===== config.mk =====
export PLATFORM = sky130hd
export DESIGN_NAME = rect_motion_ctrl
export DESIGN_NICKNAME = d
export VERILOG_FILES = /design/src/rtl/rect_motion_ctrl.sv
export SDC_FILE = /design/constraint.sdc
export NUM_CORES = 1
export LEC_CHECK = 0
export CORE_ASPECT_RATIO = 0.5
export CORE_UTILIZATION = 58
export DETAILED_ROUTE_END_ITERATION = 8
export GPL_TIMING_DRIVEN = 0
export PLACE_DENSITY_LB_ADDON = 0.05
export SYNTH_ARGS = -nofsm -noshare
export SYNTH_HDL_FRONTEND = slang
export SYNTH_SLANG_ARGS = --single-unit

===== constraint.sdc =====
create_clock -name clk -period 5.6 [get_ports clk]
set_clock_uncertainty 0.05 [all_clocks]
set_input_delay 1.4 -clock clk [delete_from_list [all_inputs] [get_ports clk]]
set_output_delay 1.4 -clock clk [all_outputs]
set_load 0.01 [all_outputs]

===== src/rtl/rect_motion_ctrl.sv =====
// Frame-synchronous position/colour controller for the bouncing-rectangle demo.
// Detects entry to vertical blanking and steps the rectangle, reflecting off the active-area edges.
module rect_motion_ctrl #(
  parameter int H_ACTIVE  = 640,
  parameter int V_ACTIVE  = 480,
  parameter int RECT_W    = 64,
  parameter int RECT_H    = 48,
  parameter int STEP_X    = 2,
  parameter int STEP_Y    = 2,
  parameter int FRAME_DIV = 1,
  parameter int INIT_X    = 100,
  parameter int INIT_Y    = 50
) (
  input  logic       clk,
  input  logic       rst,
  input  logic [9:0] vcount,
  input  logic       enable,
  output logic [9:0] rect_x,
  output logic [9:0] rect_y,
  output logic [2:0] color,
  output logic       frame_tick,
  output logic       bounce
);

  localparam int          CNT_W   = (FRAME_DIV > 1) ? $clog2(FRAME_DIV) : 1;
  localparam logic [CNT_W-1:0] CNT_MAX = CNT_W'(FRAME_DIV - 1);
  localparam logic [9:0]  V_BLANK = 10'(V_ACTIVE);
  localparam logic [10:0] MAX_X   = 11'(H_ACTIVE - RECT_W);
  localparam logic [10:0] MAX_Y   = 11'(V_ACTIVE - RECT_H);
  localparam logic [10:0] STEP_X_W = 11'(STEP_X);
  localparam logic [10:0] STEP_Y_W = 11'(STEP_Y);

  typedef enum logic [1:0] {WAIT, UPD_X, UPD_Y} state_t;

  typedef struct packed {
    logic [9:0] pos;
    logic       dir_neg;
    logic       hit;
  } axis_t;

  // One reflecting step along an axis; 11-bit compare so pos+step cannot wrap.
  function automatic axis_t step_axis(input logic [9:0] pos, input logic dir_neg,
                                      input logic [10:0] step, input logic [10:0] max_pos);
    axis_t      r;
    logic [10:0] sum;
    sum       = {1'b0, pos} + step;
    r.pos     = pos;
    r.dir_neg = dir_neg;
    r.hit     = 1'b0;
    if (!dir_neg) begin
      if (sum >= max_pos) begin
        r.pos = max_pos[9:0]; r.dir_neg = 1'b1; r.hit = 1'b1;
      end else begin
        r.pos = sum[9:0];
      end
    end else begin
      if ({1'b0, pos} <= step) begin
        r.pos = '0; r.dir_neg = 1'b0; r.hit = 1'b1;
      end else begin
        r.pos = pos - step[9:0];
      end
    end
    return r;
  endfunction

  state_t           state, state_nx;
  logic [9:0]       vcount_q;
  logic [CNT_W-1:0] frame_cnt;
  logic             dir_x_neg, dir_y_neg, hit_x;
  logic             div_hit;
  axis_t            ax, ay;
  logic [2:0]       color_inc, color_nx;

  assign ax        = step_axis(rect_x, dir_x_neg, STEP_X_W, MAX_X);
  assign ay        = step_axis(rect_y, dir_y_neg, STEP_Y_W, MAX_Y);
  assign color_inc = color + 3'd1;
  assign color_nx  = (color_inc == 3'd0) ? 3'd1 : color_inc;
  assign div_hit   = (state == WAIT) && frame_tick && enable;

  // NOTE: next-state gets its default before the case so no path leaves it unassigned (no latch).
  always_comb begin
    state_nx = state;
    case (state)
      WAIT:    if (div_hit && frame_cnt == CNT_MAX) state_nx = UPD_X;
      UPD_X:   state_nx = UPD_Y;
      UPD_Y:   state_nx = WAIT;
      default: state_nx = WAIT;
    endcase
  end

  // NOTE: all state uses non-blocking assignments so every register samples pre-edge values.
  always_ff @(posedge clk) begin
    if (rst) begin
      state      <= WAIT;
      vcount_q   <= V_BLANK;
      frame_tick <= 1'b0;
      frame_cnt  <= '0;
      rect_x     <= 10'(INIT_X);
      rect_y     <= 10'(INIT_Y);
      dir_x_neg  <= 1'b0;
      dir_y_neg  <= 1'b0;
      hit_x      <= 1'b0;
      color      <= 3'b001;
      bounce     <= 1'b0;
    end else begin
      state      <= state_nx;
      vcount_q   <= vcount;
      frame_tick <= (vcount == V_BLANK) && (vcount_q != V_BLANK);
      bounce     <= 1'b0;
      if (div_hit) frame_cnt <= (frame_cnt == CNT_MAX) ? '0 : frame_cnt + CNT_W'(1);
      case (state)
        WAIT: hit_x <= 1'b0;
        UPD_X: begin
          rect_x    <= ax.pos;
          dir_x_neg <= ax.dir_neg;
          hit_x     <= ax.hit;
        end
        UPD_Y: begin
          rect_y    <= ay.pos;
          dir_y_neg <= ay.dir_neg;
          // A corner hit still advances the colour only once.
          if (hit_x || ay.hit) begin
            color  <= color_nx;
            bounce <= 1'b1;
          end
        end
        default: hit_x <= 1'b0;
      endcase
    end
  end

endmodule


* After elaboration in Yosys (flattened, before gate mapping)
Index checks and enable logic that the tools add are counted.
** Word-level totals
- Register bits :: 41
- Bits of input ports :: 13
- Output and inout bits :: 25
** Operators by class
- Add/subtract/negate cells :: 6
- Order comparisons :: 4
- Equal/unequal tests :: 5
- Mux-type cells :: 16
- Bitwise gates (word level) :: 2
- Reduce and logical (&&, ||, !) cells :: 9
** Operators by type and width (number)
- 10-bit 2-to-1 mux :: 4
- 12-bit 2-to-1 mux :: 2
- 10-bit by 2-bit adder with 11-bit output, second input constant :: 2
- 10-bit by 2-bit less-or-equal comparator with 1-bit output, second input constant :: 2
- 10-bit by 2-bit subtractor with 10-bit output, second input constant :: 2
- 11-bit by 10-bit >= comparator with 1-bit output, second input constant :: 1
- 11-bit by 9-bit >= comparator with 1-bit output, second input constant :: 1
- 10-bit by 9-bit == test with 1-bit output, second input constant :: 1
- 2-bit 2-to-1 mux :: 5
- 10-bit by 9-bit != test with 1-bit output, second input constant :: 1
- 1-bit logical AND :: 4
- 2-bit case mux with 2 select lines :: 1
- 3-bit by 1-bit adder with 3-bit output, second input constant :: 1
- 3-bit logical NOT :: 1
- 3-bit 2-to-1 mux :: 1
- 2-bit by 1-bit == test with 1-bit output, second input constant :: 1
- 2-bit == test, second input constant :: 1
- 2-bit logical NOT :: 1
- 1-bit 2-to-1 mux :: 2
- 2-bit by 1-bit != test with 1-bit output, second input constant :: 1
- 1-bit NOT :: 2
- 1-bit case mux with 2 select lines :: 1
- 2-bit AND reduction :: 1
- 2-bit OR reduction :: 1
- 2 further kinds :: 2

* Longest topological paths before layout
- Depth in word-level cells :: 6
- Mapped depth :: 9
- Gate-level depth less buffers :: 8

* Worst setup path before layout
Ideal clock, no wire load.
- Kind :: input -> register
- Start :: input port vcount[0]
- End :: register frame_tick
- Setup time :: 70 ps
- Data arrival time :: 2332 ps
- Required time :: 5480 ps
- Slack :: 3148 ps
- Stages :: 4
- Buffers on the path :: 0
- Cells stage by stage :: or4b_1 -> nor4_1 -> nand4b_1 -> a21oi_1
** Between the ends
- Word-level cells in the longest chain between the ends :: 2
** Ends and longest elaborated chain
- from (decl) :: RTL line 16 : input logic [9:0] vcount,
- 10-bit by 9-bit == test with 1-bit output :: RTL line 108 : frame_tick <= (vcount == V_BLANK) && (vcount_q != V_BLANK);
- 1-bit logical AND :: RTL line 108
- to (signal assigned) :: RTL line 108
- to (decl) :: RTL line 21 : output logic frame_tick,
Every way passes these cells.
A chain may end at the register's enable or synchronous reset.

* Worst setup path in the final report
- Start :: register rect_x[1]
- End :: output port rect_x[1]
** RTL lines
- from (decl) :: RTL line 18 : output logic [9:0] rect_x,
- from (signal assigned) :: RTL line 98 : rect_x <= 10'(INIT_X);
- from (signal assigned) :: RTL line 114 : rect_x <= ax.pos;
No word-level cell between the ends.

==> results.sh <==
export IMPL_fillers=289
export IMPL_slew_headroom_pct=61.1
export IMPL_worstHoldPathType="flip-flop to flip-flop"
export IMPL_endpoint_kind="output pin"
export IMPL_synth_edf_count=0
export IMPL_core_um2=3660
export IMPL_post_place_ws_ns=2.52
export IMPL_cp_startpoint="rect_x[1]"
export IMPL_maxCapViolations=0
export IMPL_slowest_stage="clkdlybuf4s50_1"
export IMPL_grt_pass1_wl_um=9720
export IMPL_yosysMostFrequentCell="dfxtp_1"
export IMPL_synth_top_cells_by_count="dfxtp_1 (38), a21oi_1 (20), nand2_1 (19), nor2_1 (17), clkbuf_1 (16)"
export IMPL_hold_viol=0
export IMPL_avgViaCountPerCell=6.26
export IMPL_outcome="finished, final reports clean"
export IMPL_port_buffers=34
export IMPL_die_y_um=47.1
export IMPL_htree_levels=2
export IMPL_dp_cells=378
export IMPL_cts_clk_slew_worst_paths_ns=0.07
export IMPL_p_leak_nw=0.994
export IMPL_drive_gt1_share_pct=8.38
export IMPL_cp_depth=1
export IMPL_yosys_warnings=0
export IMPL_ys_seq_area_share_pct=32.2
export IMPL_place_gp_congestion=0.945
export IMPL_synthFlopType="dfxtp_1"
export IMPL_antenna_found_initial=0
export IMPL_cp_max_fo=11
export IMPL_final_nets=355
export IMPL_critPathMaxStageDelay_ns=0.62
export IMPL_drv_slew=0
export IMPL_drt_first_pass_iters=5
export IMPL_r2r_start="rect_y[1]"
export IMPL_critPathCapture="rect_x[1]"
export IMPL_grt_max_degree=12
export IMPL_dr_total_vias=2410
export IMPL_wl_per_cell_um=16.1
export IMPL_min_period_ns=2.90
export IMPL_syn_to_final_growth_pct=20.5
export IMPL_finalNonFillerCells=385
export IMPL_start_kind="flip-flop"
export IMPL_grt_pass1_vias=2046
export IMPL_synth_top_area_share_pct=32.2
export IMPL_setup_viol=0
export IMPL_synth_cells=292
export IMPL_fin_tns_setup_ns=0
export IMPL_rsz0062_at_grt="no"
export IMPL_ctsResizeCount=0
export IMPL_clk_path_buf_depth=2
export IMPL_drc=0
export IMPL_synth_top_area_cell="dfxtp_1"
export IMPL_r2r_cells=7
export IMPL_drt_first_iter_violations=139
export IMPL_rows=15
export IMPL_rrSetupSlack_ns=2.89
export IMPL_dieArea_um2=4340
export IMPL_grtUsageTotal_pct=29.9
export IMPL_wirelength_um=6210
export IMPL_seq_area_um2=761
export IMPL_syn_area_per_cell_um2=8.08
export IMPL_path_buf_inv=1
export IMPL_cp_top_family="buffers and inverters"
export IMPL_crit_chain="clkdlybuf4s50_1"
export IMPL_gr_total_overflow=0
export IMPL_yosys_register_bits=38
export IMPL_pin_count=38
export IMPL_cts_root_buffer="clkbuf_8"
export IMPL_async_reset_ff_share_pct=0
export IMPL_ctsHoldBuffers=0
export IMPL_cts_setup_buffers=0
export IMPL_period_share_pct=51.7
export IMPL_ir_drop_v=0.000146
export IMPL_power_density_nw_per_um2=180
export IMPL_multi_input_area_um2=1460
export IMPL_final_antenna_net_count=0
export IMPL_initial_utilization_pct=64.5
export IMPL_numCtsBuffers=5
export IMPL_diodes=0
export IMPL_place_hpwl_um=4440
export IMPL_dieWidth_um=92.2
export IMPL_crit_type="flip-flop to output pin"
export IMPL_cts_tree="built"
export IMPL_fin_ws_ns=2.70
export IMPL_clock_sinks=38
export IMPL_worstPathArrival_ns=1.45
export IMPL_cp_required_ns=4.15
export IMPL_tightest_slew_ns=0.575
export IMPL_r2r_end="rect_y[6]"
export IMPL_syn_area_um2=2360
export IMPL_synth_cell_type_count=62
export IMPL_synth_area_leaders="dfxtp_1 (32%), a21oi_1 (4.2%), ha_1 (4.2%), nand2_1 (3.0%), o21ai_0 (3.0%)"
export IMPL_clkLatencyLatePin_ns=0.29
export IMPL_fmax_ghz=0.345
## layout by cell type (no fill, tap or decap), drive strengths merged, types with 3 or more instances in the layout
cell,count
and4b,4
dfxtp,38
nand2,19
or4,3
buf,6
xnor2,5
o22ai,3
ha,8
nand3,11
and3,5
a21oi,20
o21ai,24
a21o,4
nor3,14
nand4b,3
or2,6
a31oi,8
nor2,17
inv,11
mux2i,4
a32oi,5
o211ai,3
clkdlybuf4s50,34
nor2b,10
clkbuf,23
a211oi,5
nor4,6
## where the power goes
part	switching, mW	total [mW]	internal (mW)
Combinational	0.0256	0.0524	0.0268
Clock	0.0901	0.176	0.0857
Sequential	0.00652	0.284	0.278
Total	0.122	0.513	0.390
## cell type report
cell class | instances | area share [%]
Clock buffer | 7 | 2.68
Sequential cell | 38 | 26.7
Tap cell | 51 | 2.24
Multi-Input combinational cell | 222 | 51.4
Timing Repair Buffer | 34 | 12.0
Buffer | 22 | 3.48
Inverter | 11 | 1.45
## logic make-up (layout without fill, tap and decap cells)
family,after synthesis,after routing,share of synthesized area [%]
compound gates,87,87,25.3
xor+xnor,7,7,2.60
fa+ha+maj,8,8,4.24
buf+inv,33,74,5.94
flops,38,38,32.2
mux,5,5,2.17
other cells,1,2,0.159
simple gates,113,113,27.4
## per-layer routing
| metal | global-route usage, % | up-vias | part of all wire [%] |
|---|---|---|---|
| li1 | - | 1163 | - |
| met1 | 35.7 | 1118 | 44 |
| met2 | 55.8 | 109 | 48 |
| met3 | 5.83 | 20 | 6.3 |
| met4 | 12.5 | 0 | 2.3 |
| met5 | 0 | - | 0 |
## sequential cells by signal (all words and copies together), names as in the netlist
register	count
rect_y	9
color	3
dir_x_neg	1
vcount_q	10
hit_x	1
bounce	1
frame_tick	1
rect_x	9
dir_y_neg	1
state	2
## worst min path at each step
stage | slack, ns | cells after the start | startpoint | end
after floorplan | 0.40 | 2 | vcount_q[4] | frame_tick
after detailed placement | 0.44 | 2 | vcount_q[4] | frame_tick
after global placement | 0.42 | 2 | vcount_q[4] | frame_tick
after global routing | 0.49 | 1 | frame_tick | state[0]
final | 0.46 | 2 | color[1] | color[1]
after CTS | 0.46 | 2 | color[1] | color[1]
## stage by stage
stage | hold WS [ns] | cell area, um^2 | power, mW | util [%]
2_1_floorplan | 0.404 | 2360 | 0.317 | -
3_3_place_gp | 0.418 | 2770 | 0.340 | 75.6
3_5_place_dp | 0.441 | 2770 | 0.341 | 75.6
4_1_cts | 0.458 | 2840 | 0.515 | 77.7
5_1_grt | 0.486 | 2840 | 0.536 | 77.7
6_report | 0.457 | 2840 | 0.513 | 77.7
## tightest hold or removal path: stages, from the launching register on
cell	delay [ns]
dfxtp_1	0.34
nand2_1	0.06
mux2i_1	0.06
Power figures use the tool's default switching activity.
